[src/rtl/uart_tx_if.sv]
// Valid/ready handshake carrying one parallel word into the UART transmitter.
//   data_in : word to transmit, sampled by the slave on acceptance
//   valid   : master presents data_in
//   ready   : slave can accept a word
// master modport: the word source; slave modport: the transmitter.
interface uart_tx_if #(
    parameter int unsigned DATA_BITS = 8
);
    logic [DATA_BITS-1:0] data_in;
    logic                 valid;
    logic                 ready;

    modport master (output data_in, output valid, input ready);
    modport slave  (input data_in, input valid, output ready);
endinterface

[src/rtl/uart_tx.sv]
// UART serial transmitter: start bit, DATA_BITS data bits LSB first, optional
// parity bit, STOP_BITS stop bits. Bit period is derived from clk by an
// internal counter.
//   clk  : system clock, rising edge
//   rst  : asynchronous active-high reset
//   bus  : word handshake (data_in, valid in; ready out)
//   txd  : serial line, registered, idle high
//   busy : frame in progress
//   done : one-cycle pulse in the last cycle of a frame
module uart_tx #(
    parameter int unsigned DATA_BITS    = 8,
    parameter int unsigned CLKS_PER_BIT = 16,
    parameter int unsigned PARITY_EN    = 1,
    parameter int unsigned PARITY_ODD   = 0,
    parameter int unsigned STOP_BITS    = 1
) (
    input  logic      clk,
    input  logic      rst,
    uart_tx_if.slave  bus,
    output logic      txd,
    output logic      busy,
    output logic      done
);

    localparam int unsigned CNT_W = (CLKS_PER_BIT > 1) ? $clog2(CLKS_PER_BIT) : 1;
    localparam int unsigned IDX_W = $clog2(DATA_BITS + 1);

    localparam logic [CNT_W-1:0] CNT_LAST  = CNT_W'(CLKS_PER_BIT - 1);
    localparam logic [CNT_W-1:0] CNT_PRE   = CNT_W'(CLKS_PER_BIT - 2);
    localparam logic [IDX_W-1:0] IDX_DLAST = IDX_W'(DATA_BITS - 1);
    localparam logic [IDX_W-1:0] IDX_SLAST = IDX_W'(STOP_BITS - 1);

    typedef enum logic [2:0] {
        S_IDLE,
        S_START,
        S_DATA,
        S_PARITY,
        S_STOP
    } state_t;

    state_t               state;
    logic [CNT_W-1:0]     cnt;
    logic [IDX_W-1:0]     idx;
    logic [DATA_BITS-1:0] shreg;
    logic                 acc;
    logic                 ready_q;
    logic                 bit_end;

    assign bus.ready = ready_q;
    assign bit_end   = (state != S_IDLE) && (cnt == CNT_LAST);

    // Frame sequencer; txd is always loaded one edge ahead so the line is a flop output.
    always_ff @(posedge clk or posedge rst) begin
        if (rst) begin
            state   <= S_IDLE;
            cnt     <= '0;
            idx     <= '0;
            shreg   <= '0;
            acc     <= 1'b0;
            txd     <= 1'b1;
            ready_q <= 1'b1;
            busy    <= 1'b0;
            done    <= 1'b0;
        end else begin
            done <= 1'b0;
            if (state != S_IDLE) begin
                cnt <= bit_end ? '0 : cnt + CNT_W'(1);
            end
            case (state)
                S_IDLE: begin
                    if (bus.valid) begin
                        shreg   <= bus.data_in;
                        acc     <= 1'b0;
                        idx     <= '0;
                        cnt     <= '0;
                        txd     <= 1'b0;
                        ready_q <= 1'b0;
                        busy    <= 1'b1;
                        state   <= S_START;
                    end
                end
                S_START: begin
                    if (bit_end) begin
                        txd   <= shreg[0];
                        state <= S_DATA;
                    end
                end
                S_DATA: begin
                    if (bit_end) begin
                        acc   <= acc ^ shreg[0];
                        shreg <= shreg >> 1;
                        if (idx == IDX_DLAST) begin
                            idx <= '0;
                            if (PARITY_EN != 0) begin
                                // Accumulator including the bit just finished.
                                txd   <= acc ^ shreg[0] ^ 1'(PARITY_ODD);
                                state <= S_PARITY;
                            end else begin
                                txd   <= 1'b1;
                                state <= S_STOP;
                            end
                        end else begin
                            idx <= idx + IDX_W'(1);
                            txd <= shreg[1];
                        end
                    end
                end
                S_PARITY: begin
                    if (bit_end) begin
                        txd   <= 1'b1;
                        state <= S_STOP;
                    end
                end
                S_STOP: begin
                    // Raised one cycle early so done lands on the final stop cycle.
                    if ((idx == IDX_SLAST) && (cnt == CNT_PRE)) begin
                        done <= 1'b1;
                    end
                    if (bit_end) begin
                        if (idx == IDX_SLAST) begin
                            idx     <= '0;
                            ready_q <= 1'b1;
                            busy    <= 1'b0;
                            state   <= S_IDLE;
                        end else begin
                            idx <= idx + IDX_W'(1);
                        end
                    end
                end
                default: begin
                    state <= S_IDLE;
                end
            endcase
        end
    end

endmodule

[src/flat_wrapper.sv]
// flat-port wrapper written by rule: the top's interface ports become plain ports
module uart_tx_flat 
#(
    parameter int unsigned DATA_BITS    = 8,
    parameter int unsigned CLKS_PER_BIT = 16,
    parameter int unsigned PARITY_EN    = 1,
    parameter int unsigned PARITY_ODD   = 0,
    parameter int unsigned STOP_BITS    = 1
)
  (clk, rst, txd, busy, done, bus_data_in, bus_valid, bus_ready);
  uart_tx_if #(.DATA_BITS(DATA_BITS)) bus_i ();
  input  logic clk;
  input  logic rst;
  output logic txd;
  output logic busy;
  output logic done;
  input wire logic [$bits(bus_i.data_in)-1:0] bus_data_in;
  input wire logic [$bits(bus_i.valid)-1:0] bus_valid;
  output wire logic [$bits(bus_i.ready)-1:0] bus_ready;
  assign bus_i.data_in = bus_data_in;
  assign bus_i.valid = bus_valid;
  assign bus_ready = bus_i.ready;
  uart_tx #(.DATA_BITS(DATA_BITS), .CLKS_PER_BIT(CLKS_PER_BIT), .PARITY_EN(PARITY_EN), .PARITY_ODD(PARITY_ODD), .STOP_BITS(STOP_BITS)) u_core (.clk(clk), .rst(rst), .bus(bus_i), .txd(txd), .busy(busy), .done(done));
endmodule
[config.mk]
export PLATFORM = sky130hd
export DESIGN_NAME = uart_tx_flat
export DESIGN_NICKNAME = d
export VERILOG_FILES = /design/src/rtl/uart_tx_if.sv /design/src/rtl/uart_tx.sv /design/src/flat_wrapper.sv
export SDC_FILE = /design/constraint.sdc
export NUM_CORES = 1
export LEC_CHECK = 0
export BUFFER_PORTS_ARGS = -buffer_cell sky130_fd_sc_hd__buf_2
export CAP_MARGIN = 20
export CORE_MARGIN = 1
export CORE_UTILIZATION = 48
export CTS_CLUSTER_SIZE = 30
export DETAILED_ROUTE_END_ITERATION = 6
export GPL_TIMING_DRIVEN = 0
export PLACE_DENSITY = 0.67
export RECOVER_POWER = 25
export SLEW_MARGIN = 40
export SYNTH_ARGS = -nofsm -noshare
export SYNTH_HDL_FRONTEND = slang
export SYNTH_SLANG_ARGS = --single-unit
[constraint.sdc]
create_clock -name clk -period 3.5 [get_ports clk]
set_input_delay 1.05 -clock clk [delete_from_list [all_inputs] [get_ports clk]]
set_output_delay 1.05 -clock clk [all_outputs]
set_load 0.01 [all_outputs]
Word-level counts from Yosys, hierarchy flattened
Index checks and enable logic that the tools add are counted.
W data, S select, Z words.
{"block": "op_classes", "addsub": 2, "n_eq_ne": 14, "mux": 38, "bitwise": 1, "reduce_logical": 14}
{"op": "$mux W4", "n": 9}
{"op": "$mux W3", "n": 7}
{"op": "$mux W8", "n": 2}
{"op": "$pmux W8 S2", "n": 1}
{"op": "$pmux W3 S5", "n": 1}
{"op": "$mux W1", "n": 13}
{"op": "$ne A2 B1 Y1 const B", "n": 6}
{"op": "$pmux W4 S3", "n": 1}
{"op": "$add A4 B1 Y4 const B", "n": 2}
{"op": "$eq A4 B4 Y1 const B", "n": 2}
{"op": "$reduce_and A4 Y1", "n": 2}
{"op": "$reduce_and A7 Y1", "n": 1}
{"op": "$eq A3 B2 Y1 const B", "n": 2}
{"op": "$pmux W1 S2", "n": 3}
{"op": "$reduce_bool A3 Y1", "n": 2}
{"op": "$reduce_and A5 Y1", "n": 1}
{"op": "$eq A4 B3 Y1 const B", "n": 1}
{"op": "$logic_not A4 Y1", "n": 1}
{"op": "$pmux W1 S4", "n": 1}
{"op": "$reduce_bool A2 Y1", "n": 2}
{"op": "$reduce_bool A4 Y1", "n": 1}
{"op": "$eq A3 B1 Y1 const B", "n": 1}
{"op": "$eq A3 B3 Y1 const B", "n": 1}
{"op": "$logic_not A3 Y1", "n": 1}
{"op": "4 further kinds", "n": 5}
{"block": "word_totals", "reg_bits": 24, "inputBits": 11, "out_inout_bits": 4, "word_cells": 78}

Logic depth before layout (Yosys ltp)
{"block": "logic_depth", "ltp_word": 6, "depth_mapped": 6}

Least setup slack after synthesis
Ideal clock, no wire load.
{"block": "synth_timing", "kind": "input to register", "start": "in bus_valid", "end": "reg u_core.idx[3]", "setup_ns": 0.101, "arrival_ns": 1.895, "slack_ns": 1.504, "cell_stages": 4, "n_path_buf": 0, "path_cell_list": "nor4b_2 -> a21oi_2 -> nand2b_4 -> o311ai_2"}
{"block": "synth_between", "elab_chain_cells": 2}
{"item": "start: declaration", "line_no": "flat_wrapper.sv:18", "text": "input wire logic [$bits(bus_i.valid)-1:0] bus_valid;"}
{"item": "$ne A2 B2 Y1 (no source line)"}
{"item": "$reduce_and A4 Y1 (no source line)"}
{"item": "end signal: assignment", "line_no": "uart_tx.sv:103", "text": "idx <= idx + IDX_W'(1);"}
{"item": "end signal: assignment", "line_no": "uart_tx.sv:126", "text": "idx <= idx + IDX_W'(1);"}
{"item": "end: declaration", "line_no": "uart_tx.sv:43", "text": "logic [IDX_W-1:0] idx;"}
No other way between the ends.
A chain may end at the register's enable or synchronous reset.

Worst setup path after layout
Ends and elaborated chain as after synthesis.

==> Flow_metrics.wiki <==
{| class="wikitable"
! Metric !! Value
|-
| Number of max-slew violations in the final report || 0
|-
| Remaining antenna violation count || 0
|-
| Area occupied by multi-input gates || between 600 and 700 um^2
|-
| Maximum ir drop on the vdd rail || 465.7 uV
|-
| Leak pwr || 0.6295 nW
|-
| Switching portion of total power || 38.13%
|-
| Synth top area share || 41.24%
|-
| Slew HR || 39.52%
|-
| Clk pwr share || 12.7%
|-
| Number of antenna violations at the first check in global routing || 0
|-
| Worst R2R Path Depth || 5
|-
| Worst-Margin Slew || 0.9062 ns
|-
| Number of H-tree levels || 1
|-
| Design area || 0.001469 mm^2
|-
| Share of synthesized area occupied by flip-flops and latches || 45.17%
|-
| Clk sinks || 24
|-
| Maximum capacitance violations || 0
|-
| DIE AREA || 0.002996 mm^2
|-
| Number of buffer cells added on primary ports || 14
|-
| Number of failing hold endpoints at the final stage || 0
|-
| Y dimension of the die || 54.74 um
|-
| TritonCTS Buffers || 3
|-
| Minimum period implied by the final worst setup slack || 2.038 ns
|-
| Worst setup path startpoint || bus_valid
|-
| Final-layout setup total negative slack || 0 ns
|-
| Data arrival time of the critical path || 2.27 ns
|-
| CTS Hold Bufs || 0
|-
| Hold Path Origin || u_core.bus.ready$_DFFE_PP1P_
|-
| Site row count || 18
|-
| CTS max path bufs || 2
|-
| Nets || ~170
|-
| Setup crit end kind || register
|-
| Unrepaired setup endpoints after global routing || false
|-
| Initial core utilization || 52.46%
|-
| Final antenna diode count || 0
|-
| Remaining DRCs || 0
|-
| Top cells by area, synth || sky130_fd_sc_hd__dfrtp_1 41%, sky130_fd_sc_hd__mux2i_1 6.0%, sky130_fd_sc_hd__dfstp_2 3.9%
|-
| RD Place Congestion || 0.7914
|-
| Number of DRC markers in iteration 0 || 16
|-
| Yosys top cell by area || sky130_fd_sc_hd__dfrtp_1
|-
| Worst-skew pair later-pin latency || 0.32 ns
|-
| Minimum setup slack among reg-to-reg paths || 1.72 ns
|-
| Most instantiated flip-flop cell in the synthesis netlist || sky130_fd_sc_hd__dfrtp_1
|-
| Synth Warn # || 0
|-
| Number of vias in the routed layout || 1010
|-
| Number of setup violations in the final report || 0
|-
| Synthesized instance count || 133
|-
| Horizontal die dimension || roughly 55 um
|-
| Post-Syn Nets || roughly 150
|-
| Via/cell ratio || between 5 and 6
|-
| Worst clock skew || 0.003490 ns
|-
| Placeable core region || 0.002545 mm^2
|-
| Register Area || slightly above 600 um^2
|-
| Portion of the clock cycle consumed by the worst path in the final layout || between 50% and 60%
|-
| Power density of the placed cells || 685.9 mW/mm^2
|-
| Remaining global-route overflow || 0
|-
| CTS tree || built
|-
| Int Power || 0.0006234 W
|-
| Number of synthesized flops with an enable pin || 0
|-
| Required time at the endpoint of the critical path || between 3 and 4 ns
|-
| Placed cell areas || 0.001443 mm^2
|-
| Cell area after technology mapping || about 0.0013 mm^2
|-
| Fraction of final layout cells sized beyond drive strength 1 || 21.19%
|-
| Critical-path maximum fanout || 6
|-
| First-pass GRT wire length || 4050 um
|-
| Number of top-level pins || 15
|-
| Post-CTS setup buffer count || 0
|-
| Number of library cell types mapped by synthesis || 40
|-
| Global routing usage on met3 || 2.500%
|-
| Final HPWL DP || 1771 um
|-
| Outcome || finished clean
|-
| Endpoint of the worst-slack reg-to-reg timing path || u_core.state[2]$_DFFE_PP0P_
|-
| Place WS || around 1.1 ns
|-
| Upper clock frequency limit || 490.8 MHz
|-
| Post-CTS clock slew at the launch and capture registers of the worst setup and hold paths || 0.13 ns
|-
| Tot GR Track Use || around a fifth
|-
| RR Startpoint || u_core.idx[0]$_DFFE_PP0P_
|-
| Sort of element at the start of the critical path || input port
|-
| Synthesized flop and latch total || 24
|-
| Worst-case hold path end point || u_core.bus.ready$_DFFE_PP1P_
|-
| Part of the power in registers || 47.5%
|-
| Count of instances resized after the clock tree is built || 0
|-
| Switching power total || 0.0003842 W
|-
| Least setup slack across all paths after layout || 1.462 ns
|-
| Combinational Power Share || 39.8%
|-
| Most utilized layer in the global route result || met2
|-
| Average wire per standard cell || ~13 um
|-
| Core Util, Final || 57.72%
|-
| Hold Path Cell Cnt || 2
|-
| Largest net degree at the start of global routing || 25
|-
| Ys async rst share || 100.0%
|-
| CTS root buffer || sky130_fd_sc_hd__clkbuf_4
|-
| Met1 usage || 25.57%
|-
| Area growth, synth to finish || 10.03%
|-
| Via count of the first global-routing pass || 927
|-
| Number of search-and-repair iterations in the first detailed-routing pass || 4
|-
| Wire length reported by the detailed router || 2417 um
|-
| Mapped Avg Cell Area || 10.04 um^2
|-
| Class of the most critical setup path || in2reg
|-
| Hold crit path type || reg2reg
|-
| Count of filler cells inserted in the layout || 246
|-
| GR met2 Demand/Resource || 30.92%
|}
## cells in the final DEF, fill, tap and decap left out, types with 3 or more instances in the layout
cell type | netlist | layout
sky130_fd_sc_hd__nand3_1 | 5 | 5
sky130_fd_sc_hd__mux2i_1 | 8 | 8
sky130_fd_sc_hd__nand2_1 | 14 | 14
sky130_fd_sc_hd__nand2b_1 | 4 | 4
sky130_fd_sc_hd__nor3_1 | 3 | 3
sky130_fd_sc_hd__o21ai_1 | 8 | 8
sky130_fd_sc_hd__clkbuf_4 | 0 | 3
sky130_fd_sc_hd__o21ai_0 | 10 | 10
sky130_fd_sc_hd__nor3b_1 | 3 | 3
sky130_fd_sc_hd__buf_2 | 1 | 15
sky130_fd_sc_hd__nor2_1 | 8 | 8
sky130_fd_sc_hd__nand3b_1 | 3 | 3
sky130_fd_sc_hd__dfrtp_1 | 22 | 22
sky130_fd_sc_hd__ha_1 | 4 | 4
sky130_fd_sc_hd__inv_1 | 6 | 6
## layout make-up
type                            count  area share [%]
Buffer                              6           3.152
Clock buffer                        4           1.789
Multi-Input combinational cell     97           45.14
Timing Repair Buffer               14           4.770
Inverter                            6           1.533
Sequential cell                    24           41.06
Tap cell                           30           2.555
## critical path, stage by stage
cell and delay (ns):
sky130_fd_sc_hd__buf_2 0.11, sky130_fd_sc_hd__nor4b_2 0.52, sky130_fd_sc_hd__a21oi_2 0.16, sky130_fd_sc_hd__nand2b_4 0.19, sky130_fd_sc_hd__o311ai_2 0.23
## synthesized netlist by cell type (4+ instances only)
library cell	instances
sky130_fd_sc_hd__nand3_1	5
sky130_fd_sc_hd__o21ai_0	10
sky130_fd_sc_hd__nand2_1	14
sky130_fd_sc_hd__mux2i_1	8
sky130_fd_sc_hd__inv_1	6
sky130_fd_sc_hd__nand2b_1	4
sky130_fd_sc_hd__ha_1	4
sky130_fd_sc_hd__nor2_1	8
sky130_fd_sc_hd__o21ai_1	8
sky130_fd_sc_hd__dfrtp_1	22
## through the flow
| step | cells | total power [W] | hold slack (ns) |
|---|---|---|---|
| detailed placement | 177 | 0.0008883 | 0.4762 |
| floorplan | 133 | 0.0007888 | 0.4543 |
| global placement | 177 | 0.0008717 | 0.4692 |
| finish | 181 | 0.001008 | 0.4909 |
| global route | 181 | 0.001094 | 0.5301 |
| CTS | 181 | 0.001020 | 0.4971 |
## routing by layer
metal,wire [um],vias up
li1,-,514
met1,1192,478
met2,1138,14
met3,55,4
met4,31,0
met5,0,-
## cells by family (layout without fill, tap and decap cells)
| logic type | Yosys count | in the layout | share of synthesized area, % |
|---|---|---|---|
| compound gates | 33 | 33 | 17.25 |
| fa+ha+maj | 4 | 4 | 3.749 |
| xor+xnor | 2 | 2 | 1.312 |
| mux | 9 | 9 | 6.842 |
| flops | 24 | 24 | 45.17 |
| simple gates | 49 | 49 | 20.52 |
| buf+inv | 12 | 30 | 5.153 |
## registers in the layout (all words and copies together), names as in the netlist
name	count
u_core.shreg	8
u_core.idx	4
u_core.state	3
u_core.bus.ready	1
u_core.acc	1
u_core.txd	1
u_core.cnt	4
u_core.done	1
u_core.busy	1
## power by group through the flow
stage | clock network (W) | registers, W | logic [W]
2_1_floorplan | 0 | 0.000473 | 0.000316
3_3_place_gp | 0 | 0.000480 | 0.000391
3_5_place_dp | 0 | 0.000485 | 0.000403
4_1_cts | 0.000134 | 0.000479 | 0.000406
5_1_grt | 0.000141 | 0.000499 | 0.000455
6_report | 0.000128 | 0.000478 | 0.000401
## worst max-delay path by stage
stage                                            to  slack [ns]
after floorplan           u_core.idx[3]$_DFFE_PP0P_        1.50
after global placement    u_core.idx[3]$_DFFE_PP0P_        1.13
after detailed placement  u_core.idx[3]$_DFFE_PP0P_        1.10
after CTS                 u_core.idx[3]$_DFFE_PP0P_        1.44
after global routing      u_core.idx[3]$_DFFE_PP0P_        1.38
final                     u_core.idx[3]$_DFFE_PP0P_        1.46
Power figures use the tool's default switching activity.
